<file path="config.mk">
export PLATFORM = sky130hd
export DESIGN_NAME = cp0_exception_unit
export DESIGN_NICKNAME = d
export VERILOG_FILES = /design/src/rtl/cp0_exception_unit_pkg.sv /design/src/rtl/cp0_exception_unit_prio.sv /design/src/rtl/cp0_exception_unit.sv
export SDC_FILE = /design/constraint.sdc
export NUM_CORES = 1
export LEC_CHECK = 0
export BUFFER_PORTS_ARGS = -buffer_cell sky130_fd_sc_hd__buf_2
export CAP_MARGIN = 20
export CORE_MARGIN = 2
export CORE_UTILIZATION = 50
export DETAILED_ROUTE_END_ITERATION = 12
export HOLD_SLACK_MARGIN = 0.12
export PLACE_DENSITY = 0.86
export SYNTH_ARGS = -nofsm -noshare
export SYNTH_HDL_FRONTEND = slang
export SYNTH_HIERARCHICAL = 1
export SYNTH_SLANG_ARGS = --single-unit
</file>
<file path="constraint.sdc">
create_clock -name clk -period 4.3 [get_ports clk]
set_clock_uncertainty 0.1 [all_clocks]
set_input_delay 0.215 -clock clk [delete_from_list [all_inputs] [get_ports clk]]
set_output_delay 0.215 -clock clk [all_outputs]
set_load 0.02 [all_outputs]
</file>
<file path="src/rtl/cp0_exception_unit_pkg.sv">
// Shared definitions for the CP0 exception unit.
// Holds CP0 register addresses, ExcCode values, Status/Cause bit positions
// and the BadVAddr source select used between the priority encoder and the top.
package cp0_exception_unit_pkg;

  // CP0 register numbers
  localparam logic [4:0] ADDR_BADVADDR = 5'd8;
  localparam logic [4:0] ADDR_COUNT    = 5'd9;
  localparam logic [4:0] ADDR_COMPARE  = 5'd11;
  localparam logic [4:0] ADDR_STATUS   = 5'd12;
  localparam logic [4:0] ADDR_CAUSE    = 5'd13;
  localparam logic [4:0] ADDR_EPC      = 5'd14;
  localparam logic [4:0] ADDR_PRID     = 5'd15;

  // ExcCode values
  localparam logic [4:0] EXC_INT  = 5'h00;
  localparam logic [4:0] EXC_ADEL = 5'h04;
  localparam logic [4:0] EXC_ADES = 5'h05;
  localparam logic [4:0] EXC_SYS  = 5'h08;
  localparam logic [4:0] EXC_BP   = 5'h09;
  localparam logic [4:0] EXC_RI   = 5'h0A;
  localparam logic [4:0] EXC_OV   = 5'h0C;

  // Status bit positions
  localparam int unsigned STATUS_IE  = 0;
  localparam int unsigned STATUS_EXL = 1;
  localparam int unsigned STATUS_IM_LO = 8;
  localparam int unsigned STATUS_BEV = 22;

  // Cause bit positions
  localparam int unsigned CAUSE_EXC_LO = 2;
  localparam int unsigned CAUSE_IP_LO  = 8;
  localparam int unsigned CAUSE_IPHW_LO = 10;
  localparam int unsigned CAUSE_TI     = 30;
  localparam int unsigned CAUSE_BD     = 31;

  // Which value (if any) is captured into BadVAddr
  typedef enum logic [1:0] {
    BADADDR_NONE = 2'd0,
    BADADDR_PC   = 2'd1,
    BADADDR_MEM  = 2'd2
  } badaddr_sel_e;

endpackage

</file>
<file path="src/rtl/cp0_exception_unit_prio.sv">
// cp0_exc_prio: combinational exception priority encoder.
// Inputs : inst_valid, int_pending and the per-instruction exception sources.
// Outputs: exc_valid (non-eret exception taken), exc_code (winning ExcCode),
//          is_eret (eret taken, nothing else pending), badaddr_sel.
module cp0_exc_prio
  import cp0_exception_unit_pkg::*;
(
  input  logic         inst_valid,
  input  logic         int_pending,
  input  logic         adel_if,
  input  logic         ri,
  input  logic         ov,
  input  logic         syscall,
  input  logic         brk,
  input  logic         adel_mem,
  input  logic         ades,
  input  logic         eret,
  output logic         exc_valid,
  output logic [4:0]   exc_code,
  output logic         is_eret,
  output badaddr_sel_e badaddr_sel
);

  always_comb begin
    exc_valid   = 1'b0;
    exc_code    = EXC_INT;
    is_eret     = 1'b0;
    badaddr_sel = BADADDR_NONE;
    if (inst_valid) begin
      if (int_pending) begin
        exc_valid = 1'b1;
        exc_code  = EXC_INT;
      end else if (adel_if) begin
        exc_valid   = 1'b1;
        exc_code    = EXC_ADEL;
        badaddr_sel = BADADDR_PC;
      end else if (ri) begin
        exc_valid = 1'b1;
        exc_code  = EXC_RI;
      end else if (ov) begin
        exc_valid = 1'b1;
        exc_code  = EXC_OV;
      end else if (syscall) begin
        exc_valid = 1'b1;
        exc_code  = EXC_SYS;
      end else if (brk) begin
        exc_valid = 1'b1;
        exc_code  = EXC_BP;
      end else if (adel_mem) begin
        exc_valid   = 1'b1;
        exc_code    = EXC_ADEL;
        badaddr_sel = BADADDR_MEM;
      end else if (ades) begin
        exc_valid   = 1'b1;
        exc_code    = EXC_ADES;
        badaddr_sel = BADADDR_MEM;
      end else if (eret) begin
        is_eret = 1'b1;
      end
    end
  end

endmodule

</file>
<file path="src/rtl/cp0_exception_unit.sv">
// cp0_exception_unit: CP0 register file and precise-exception controller (MEM stage).
// Ports: clk/rst (sync, active-high); inst_valid, pc, in_delayslot and exception
// sources; mem_addr (faulting data address); ext_int[5:0]; mtc0 write port
// (we/waddr/wdata); mfc0 read (raddr -> rdata); flush/new_pc redirect;
// status_o/cause_o/epc_o mirrors.
// Optional feature macro CP0_TIMER_EN builds Count/Compare and the TI timer interrupt.
module cp0_exception_unit
  import cp0_exception_unit_pkg::*;
#(
  parameter logic [31:0] EXC_VECTOR = 32'hBFC0_0380,
  parameter logic [31:0] PRID_VAL   = 32'h0000_4220
) (
  input  logic        clk,
  input  logic        rst,
  input  logic        inst_valid,
  input  logic [31:0] pc,
  input  logic        in_delayslot,
  input  logic        adel_if,
  input  logic        ri,
  input  logic        syscall,
  input  logic        brk,
  input  logic        ov,
  input  logic        adel_mem,
  input  logic        ades,
  input  logic        eret,
  input  logic [31:0] mem_addr,
  input  logic [5:0]  ext_int,
  input  logic        we,
  input  logic [4:0]  waddr,
  input  logic [31:0] wdata,
  input  logic [4:0]  raddr,
  output logic [31:0] rdata,
  output logic        flush,
  output logic [31:0] new_pc,
  output logic [31:0] status_o,
  output logic [31:0] cause_o,
  output logic [31:0] epc_o
);

  logic [7:0]  im_q, im_d;
  logic        exl_q, exl_d, ie_q, ie_d;
  logic        bd_q, bd_d;
  logic [5:0]  ip_hw_q, ip_hw_d;
  logic [1:0]  ip_sw_q, ip_sw_d;
  logic [4:0]  exccode_q, exccode_d;
  logic [31:0] epc_q, epc_d, badvaddr_q, badvaddr_d;

  logic [31:0] count_val, compare_val;
  logic        ti_val;

  logic         int_pending, exc_valid, is_eret, wr_en;
  logic [4:0]   exc_code;
  badaddr_sel_e badaddr_sel;

  always_comb begin
    status_o = '0;
    status_o[STATUS_BEV] = 1'b1;
    status_o[STATUS_IM_LO +: 8] = im_q;
    status_o[STATUS_EXL] = exl_q;
    status_o[STATUS_IE]  = ie_q;
  end

  always_comb begin
    cause_o = '0;
    cause_o[CAUSE_BD] = bd_q;
    cause_o[CAUSE_TI] = ti_val;
    cause_o[CAUSE_IPHW_LO +: 6] = ip_hw_q;
    cause_o[CAUSE_IP_LO +: 2]   = ip_sw_q;
    cause_o[CAUSE_EXC_LO +: 5]  = exccode_q;
  end

  assign epc_o = epc_q;

  assign int_pending = ie_q & ~exl_q & (|(cause_o[CAUSE_IP_LO +: 8] & im_q));

  cp0_exc_prio u_prio (
    .inst_valid  (inst_valid),
    .int_pending (int_pending),
    .adel_if     (adel_if),
    .ri          (ri),
    .ov          (ov),
    .syscall     (syscall),
    .brk         (brk),
    .adel_mem    (adel_mem),
    .ades        (ades),
    .eret        (eret),
    .exc_valid   (exc_valid),
    .exc_code    (exc_code),
    .is_eret     (is_eret),
    .badaddr_sel (badaddr_sel)
  );

  // A faulting instruction must not commit its mtc0 side effect.
  assign wr_en = we & ~exc_valid;

  assign flush  = exc_valid | is_eret;
  assign new_pc = exc_valid ? EXC_VECTOR : (is_eret ? epc_q : '0);

  always_comb begin
    case (raddr)
      ADDR_BADVADDR: rdata = badvaddr_q;
      ADDR_COUNT:    rdata = count_val;
      ADDR_COMPARE:  rdata = compare_val;
      ADDR_STATUS:   rdata = status_o;
      ADDR_CAUSE:    rdata = cause_o;
      ADDR_EPC:      rdata = epc_q;
      ADDR_PRID:     rdata = PRID_VAL;
      default:       rdata = '0;
    endcase
  end

  always_comb begin
    im_d       = im_q;
    exl_d      = exl_q;
    ie_d       = ie_q;
    bd_d       = bd_q;
    ip_sw_d    = ip_sw_q;
    exccode_d  = exccode_q;
    epc_d      = epc_q;
    badvaddr_d = badvaddr_q;
    ip_hw_d    = {ext_int[5] | ti_val, ext_int[4:0]};

    if (wr_en) begin
      case (waddr)
        ADDR_STATUS: begin
          im_d  = wdata[STATUS_IM_LO +: 8];
          exl_d = wdata[STATUS_EXL];
          ie_d  = wdata[STATUS_IE];
        end
        ADDR_CAUSE: ip_sw_d = wdata[CAUSE_IP_LO +: 2];
        ADDR_EPC:   epc_d   = wdata;
        default: ;
      endcase
    end

    if (exc_valid) begin
      exccode_d = exc_code;
      exl_d     = 1'b1;
      // Nested exceptions keep the original return point.
      if (!exl_q) begin
        epc_d = in_delayslot ? (pc - 32'd4) : pc;
        bd_d  = in_delayslot;
      end
      case (badaddr_sel)
        BADADDR_PC:  badvaddr_d = pc;
        BADADDR_MEM: badvaddr_d = mem_addr;
        default: ;
      endcase
    end else if (is_eret) begin
      exl_d = 1'b0;
    end
  end

  always_ff @(posedge clk) begin
    if (rst) begin
      im_d_unused_guard: begin end
      im_q       <= '0;
      exl_q      <= 1'b0;
      ie_q       <= 1'b0;
      bd_q       <= 1'b0;
      ip_hw_q    <= '0;
      ip_sw_q    <= '0;
      exccode_q  <= '0;
      epc_q      <= '0;
      badvaddr_q <= '0;
    end else begin
      im_q       <= im_d;
      exl_q      <= exl_d;
      ie_q       <= ie_d;
      bd_q       <= bd_d;
      ip_hw_q    <= ip_hw_d;
      ip_sw_q    <= ip_sw_d;
      exccode_q  <= exccode_d;
      epc_q      <= epc_d;
      badvaddr_q <= badvaddr_d;
    end
  end

`ifdef CP0_TIMER_EN
  logic [31:0] count_q, count_d, compare_q, compare_d;
  logic        tick_q, tick_d, ti_q, ti_d;

  always_comb begin
    tick_d    = ~tick_q;
    count_d   = tick_q ? (count_q + 32'd1) : count_q;
    compare_d = compare_q;
    // TI is sticky until software rewrites Compare.
    ti_d      = ti_q | (count_q == compare_q);
    if (wr_en && (waddr == ADDR_COUNT)) begin
      count_d = wdata;
      tick_d  = 1'b0;
    end
    if (wr_en && (waddr == ADDR_COMPARE)) begin
      compare_d = wdata;
      ti_d      = 1'b0;
    end
  end

  always_ff @(posedge clk) begin
    if (rst) begin
      count_q   <= '0;
      compare_q <= '0;
      tick_q    <= 1'b0;
      ti_q      <= 1'b0;
    end else begin
      count_q   <= count_d;
      compare_q <= compare_d;
      tick_q    <= tick_d;
      ti_q      <= ti_d;
    end
  end

  assign count_val   = count_q;
  assign compare_val = compare_q;
  assign ti_val      = ti_q;
`else
  assign count_val   = '0;
  assign compare_val = '0;
  assign ti_val      = 1'b0;
`endif

endmodule

</file>
Yosys cells after proc, flatten, opt, wreduce, memory -nomap -nowiden --
Cells that the tools add are included.
Storage, ports and cells: register bits after elaboration 88, word-level logic and storage cells 86, output and inout bits 161
Operators by class: add/subtract/negate cells 1, bitwise logic cells 7, mux-type cells 50, reduce and logical (&&, ||, !) cells 9, equality and inequality tests 10
Operators by type and width (count):
- 32-bit two-way mux | 7
- 32-bit case mux with 5 select lines | 1
- 32-bit case mux with 2 select lines | 1
- 5-bit by 4-bit equality test with 1-bit output (second input constant) | 8
- 5-bit two-way mux | 8
- 32-bit by 3-bit subtractor with 32-bit output (second input constant) | 1
- 1-bit two-way mux | 23
- 2-bit two-way mux | 9
- 2-bit AND reduction | 5
- 8-bit bitwise AND | 1
- 8-bit OR reduction | 1
- 3-bit nonzero test | 2
- 1-bit bitwise AND | 3
- 3-bit two-way mux | 1
- 2-bit by 1-bit equality test with 1-bit output (second input constant) | 1
- 2-bit equality test (second input constant) | 1
- 1-bit NOT | 2
- 2-bit nonzero test | 1
- 1-bit bitwise OR | 1

Logic depth before layout (Yosys ltp) --
depth in word-level cells 14, mapped depth 12, depth with buffers taken out 10

Hierarchy --
The synthesis kept the hierarchy.
By module, submodules not included:
- cp0_exception_unit | cells each 676, instances 1, area an instance 5522.8 µm², sequential area each 1761.7 µm²
- cp0_exc_prio | cells each 22, instances 1, area an instance 138.9 µm², sequential area each 0.0 µm²

Worst setup path before layout --
No wires, ideal clock.
path kind flip-flop to flip-flop, from register im_q[6], to register epc_q[10], in the netlist epc_o[10], slack 1535 ps, arrival 2528 ps, required time 4063 ps, cell stages (with the launch flop) 11, path buffers 3, clock period less this slack 2765 ps, cell sequence dfxtp_1 > a22o_1 > a221oi_1 > a311oi_1 > nor2_1 > a31oi_1 > nor2b_1 > clkbuf_1 > clkbuf_1 > clkbuf_1 > a211oi_1
Between the ends: cells in the longest elaborated chain, start to end 10
Ends and longest elaborated chain:
- start: declaration | RTL line cp0_exception_unit.sv:40 | logic [7:0] im_q, im_d;
- start signal: assignment | RTL line cp0_exception_unit.sv:167 | im_q <= im_d;
- 8-bit bitwise AND * | RTL line cp0_exception_unit.sv:74 | assign int_pending = ie_q & ~exl_q & (|(cause_o[CAUSE_IP_LO +: 8] & im_q));
- 8-bit OR reduction * | RTL line cp0_exception_unit.sv:74
- 1-bit bitwise AND * | RTL line cp0_exception_unit.sv:74
- named net int_pending | RTL line cp0_exception_unit.sv:51 | logic int_pending, exc_valid, is_eret, wr_en;
- 1-bit two-way mux * | RTL line cp0_exception_unit_prio.sv:30 | if (int_pending) begin
- 1-bit two-way mux * | RTL line cp0_exception_unit_prio.sv:29 | if (inst_valid) begin
- named net exc_valid | RTL line cp0_exception_unit.sv:51
- 1-bit NOT | RTL line cp0_exception_unit.sv:94 | assign wr_en = we & ~exc_valid;
- 1-bit bitwise AND | RTL line cp0_exception_unit.sv:94
- 32-bit two-way mux | RTL line cp0_exception_unit.sv:123 | if (wr_en) begin
- 32-bit two-way mux | RTL line cp0_exception_unit.sv:140 | if (!exl_q) begin
- 32-bit two-way mux * | RTL line cp0_exception_unit.sv:136 | if (exc_valid) begin
- end signal: assignment | RTL line cp0_exception_unit.sv:174 | epc_q <= epc_d;
- end: declaration | RTL line cp0_exception_unit.sv:46 | logic [31:0] epc_q, epc_d, badvaddr_q, badvaddr_d;
The timed path passes the listed nets; every way through them passes the cells marked *. A chain may end at the register's enable or synchronous reset.

Worst setup path in the final report --
from register ip_hw_q[4], to register epc_q[1], in the netlist epc_o[1]
Between the ends: cells in the longest elaborated chain, start to end 10
Ends and longest elaborated chain:
- start: declaration | RTL line cp0_exception_unit.sv:43 | logic [5:0] ip_hw_q, ip_hw_d;
- start signal: assignment | RTL line cp0_exception_unit.sv:171 | ip_hw_q <= ip_hw_d;
- 8-bit bitwise AND * | RTL line cp0_exception_unit.sv:74
- 8-bit OR reduction * | RTL line cp0_exception_unit.sv:74
- 1-bit bitwise AND * | RTL line cp0_exception_unit.sv:74
- named net int_pending | RTL line cp0_exception_unit.sv:51
- 1-bit two-way mux * | RTL line cp0_exception_unit_prio.sv:30
- 1-bit two-way mux * | RTL line cp0_exception_unit_prio.sv:29
- named net exc_valid | RTL line cp0_exception_unit.sv:51
- 1-bit NOT | RTL line cp0_exception_unit.sv:94
- 1-bit bitwise AND | RTL line cp0_exception_unit.sv:94
- 32-bit two-way mux | RTL line cp0_exception_unit.sv:123
- 32-bit two-way mux | RTL line cp0_exception_unit.sv:140
- 32-bit two-way mux * | RTL line cp0_exception_unit.sv:136
Marked as above.

==> flow_summary.yaml <==
setup_path:
  cp_max_fo: 23
  required_ns: 4.42
  crit_type: "reg2reg"
  cp.arrival_ns: 3.84
  start_kind: "flop"
  cp-end-kind: "flop"
yosys:
  ys.flop_type: "dfxtp_1"
  ys_ff_latch: 88
  synth_top_cell_area_share_pct: 31.1
  yosysUniqueCellTypes: 55
  synth_area_um2: 5660
  synth_async_sr_flop_share_pct: 0
  synth_edf_count: 0
  synth_cells: 698
  synth_warnings: 6
  synth_area_leaders: "dfxtp_1 31%, a211oi_1 7.6%, mux2i_1 7.2%"
  ys_seq_area_share_pct: 31.1
  syn_area_per_cell_um2: 8.11
  synth_area_leader_cell: "dfxtp_1"
grt:
  overflow: 0
  met1_usage_pct: 43.0
  gr-usage-all-layers_pct: 33.1
  grt_pass1_wl_um: 32800
  grt_use_met3_pct: 7.74
  busiest_layer: "met2"
  grt_start_max_net_pins: 94
  globalRouteMet2Util_pct: 52.4
  grt_pass1_vias: 6028
  antenna_found_initial: 4
outcome:
  status: "finished clean"
drt:
  viasPerCell: 6.01
  drt_iter0_drc: 776
  firstDrtPassIters: 6
  routed_wl_um: 21100
  num_vias: 6525
  postRouteAntennaNets: 0
  routedWlPerCell_um: 19.5
  drc: 0
floorplan:
  num_io_pins: 286
  start_util_pct: 51.8
  die_area_um2: 12200
  core.rowCount: 38
  die_h_um: 110
  core_area_um2: 10900
  die_w_um: 110
pwr:
  power_density_nw_per_um2: 283
  seqPwrFrac_pct: 43.4
  swShare_pct: 31.4
  ir_drop_mv: 0.262
  p_sw_mw: 0.665
  power_frac_clock_pct: 35.4
  intPower_mw: 1.45
  finalPower_mw: 2.12
  static-leakage-power_nw: 3.35
  combPwrFrac_pct: 21.3
place:
  port_buffers: 245
  dp_hpwl_um: 14900
  dp.cells: 1031
  gp_congestion: 0.921
sta:
  setup_viol: 0
  max_freq_ghz: 0.268
  rsz0062_at_grt: "no"
  fin_crit_ns: 3.73
  tightest_slew_ns: 1.07
  relSlewSlack_pct: 28.5
  drv_slew: 0
  hold_violations: 0
  period_share_pct: 86.7
  setup_tns_ns: 0
clock_network:
  cts_tree: "yes"
  cts_resized: 0
  hold_buffers: 35
  cts_setup_buffers: 0
  htree_num_levels: 3
  worst_skew_pair.late_latency_ns: 0.33
  clk_path_buf_depth: 2
  cts_buffers: 9
  clockRootBuffer: "clkbuf_16"
  clkSlewWorstSetupHoldPaths_ns: 0.07
  clkSinkCount: 88
cells_and_area:
  drive_above_1_share_pct: 31.2
  area_growth_syn_to_layout_pct: 31.9
  fin_util_pct: 68.3
  fill_cells: 931
  stdcell_count: 1085
  multi_input_area_um2: 3510
  layout.nets: 1064
  layout.area.seq_um2: 1760
  final_cell_mix: "244 x buf_2, 88 x dfxtp_1, 65 x nor2_1"
  layout_commonest_cell: "buf_2"
hold_path:
  min-delay-path-class: "in2reg"
job:
  drv_cap: 0
## Yosys cell counts, types with 8 or more instances
master and count:
a21oi_1 15, and2_1 22, or4_1 14, nor3_1 21, dfxtp_1 88, clkbuf_1 52, a22oi_1 19, o31ai_1 14
a211o_1 10, nand3_1 11, and3_1 14, a311oi_1 10, mux2i_1 41, a22o_1 16, nand2_1 53, xnor2_1 8
a211oi_1 57, buf_4 44, nor2b_1 11, a31oi_1 10, nor2_1 65, a21o_1 12
## logic make-up (layout without fill, tap and decap cells)
logic type	count (synthesis)	in the layout	synth area share, %
AOI/OAI and AO/OA	183	183	24.2
adders and majority gates	2	2	0.442
xor gates and xnor gates	12	12	1.86
muxes	41	41	7.25
and+or+nand+nor	257	257	24.3
DFF	88	88	31.1
other	3	44	0.199
buffers and inverters	112	318	10.6
## metrics by stage
stage	setup slack [ns]	hold WS (ns)	area, um^2
5_1_grt	0.216	0.144	7470
6_report	0.572	0.119	7470
3_5_place_dp	0.875	0.333	6830
2_1_floorplan	1.53	0.243	5800
4_1_cts	0.735	0.122	7460
3_3_place_gp	0.994	0.325	6830
## final timing paths
kind | start | slack, ns | cells past startpoint | end
setup reg to reg | ip_hw_q[4]$_SDFF_PP0_ | 0.57 | 10 | epc_o[1]$_SDFF_PP0_
setup / recovery | ip_hw_q[4]$_SDFF_PP0_ | 0.57 | 10 | epc_o[1]$_SDFF_PP0_
hold / removal | mem_addr[15] | 0.12 | 3 | badvaddr_q[15]$_SDFFE_PP0P_
hold reg to reg | bd_q$_SDFFE_PP0P_ | 0.39 | 2 | bd_q$_SDFFE_PP0P_
## worst max-delay path: stages (launching register included)
cell	delay (ns)
dfxtp_1	0.34
a22o_1	0.23
a221oi_1	0.23
a311oi_1	0.22
nor2_1	0.17
a31oi_2	0.12
and3b_1	0.77
nand2_1	0.53
nand2_1	0.18
a311oi_1	0.10
dlygate4sd3_1	0.61
## cell type report
| type | count | share of cell area, % |
|---|---|---|
| inverter | 7 | 0.352 |
| antenna | 3 | 0.101 |
| multi-input combinational | 536 | 47.0 |
| clock inverter | 6 | 0.587 |
| tap | 140 | 2.35 |
| sequential | 88 | 23.6 |
| timing repair buffer | 295 | 22.8 |
| clock buffer | 10 | 3.20 |
## registers in the layout (all words and copies together) (netlist names)
register    count
badvaddr_q     32
epc_o          32
im_q            8
ip_hw_q         6
exccode_q       5
ip_sw_q         2
bd_q            1
exl_q           1
ie_q            1
## routing by layer
metal	vias up	wire [um]
met2	438	9810
met3	82	2100
li1	2979	-
met4	2	920
met1	3024	8270
met5	-	13
## power groups by stage
stage	sequential (mW)	combinational, mW	clock, mW
3_5_place_dp	0.933	0.415	0
2_1_floorplan	0.951	0.244	0
4_1_cts	0.914	0.442	0.755
3_3_place_gp	0.931	0.409	0
6_report	0.917	0.450	0.748
5_1_grt	0.922	0.485	0.785
Note: power is estimated with default switching activity, not from simulation.
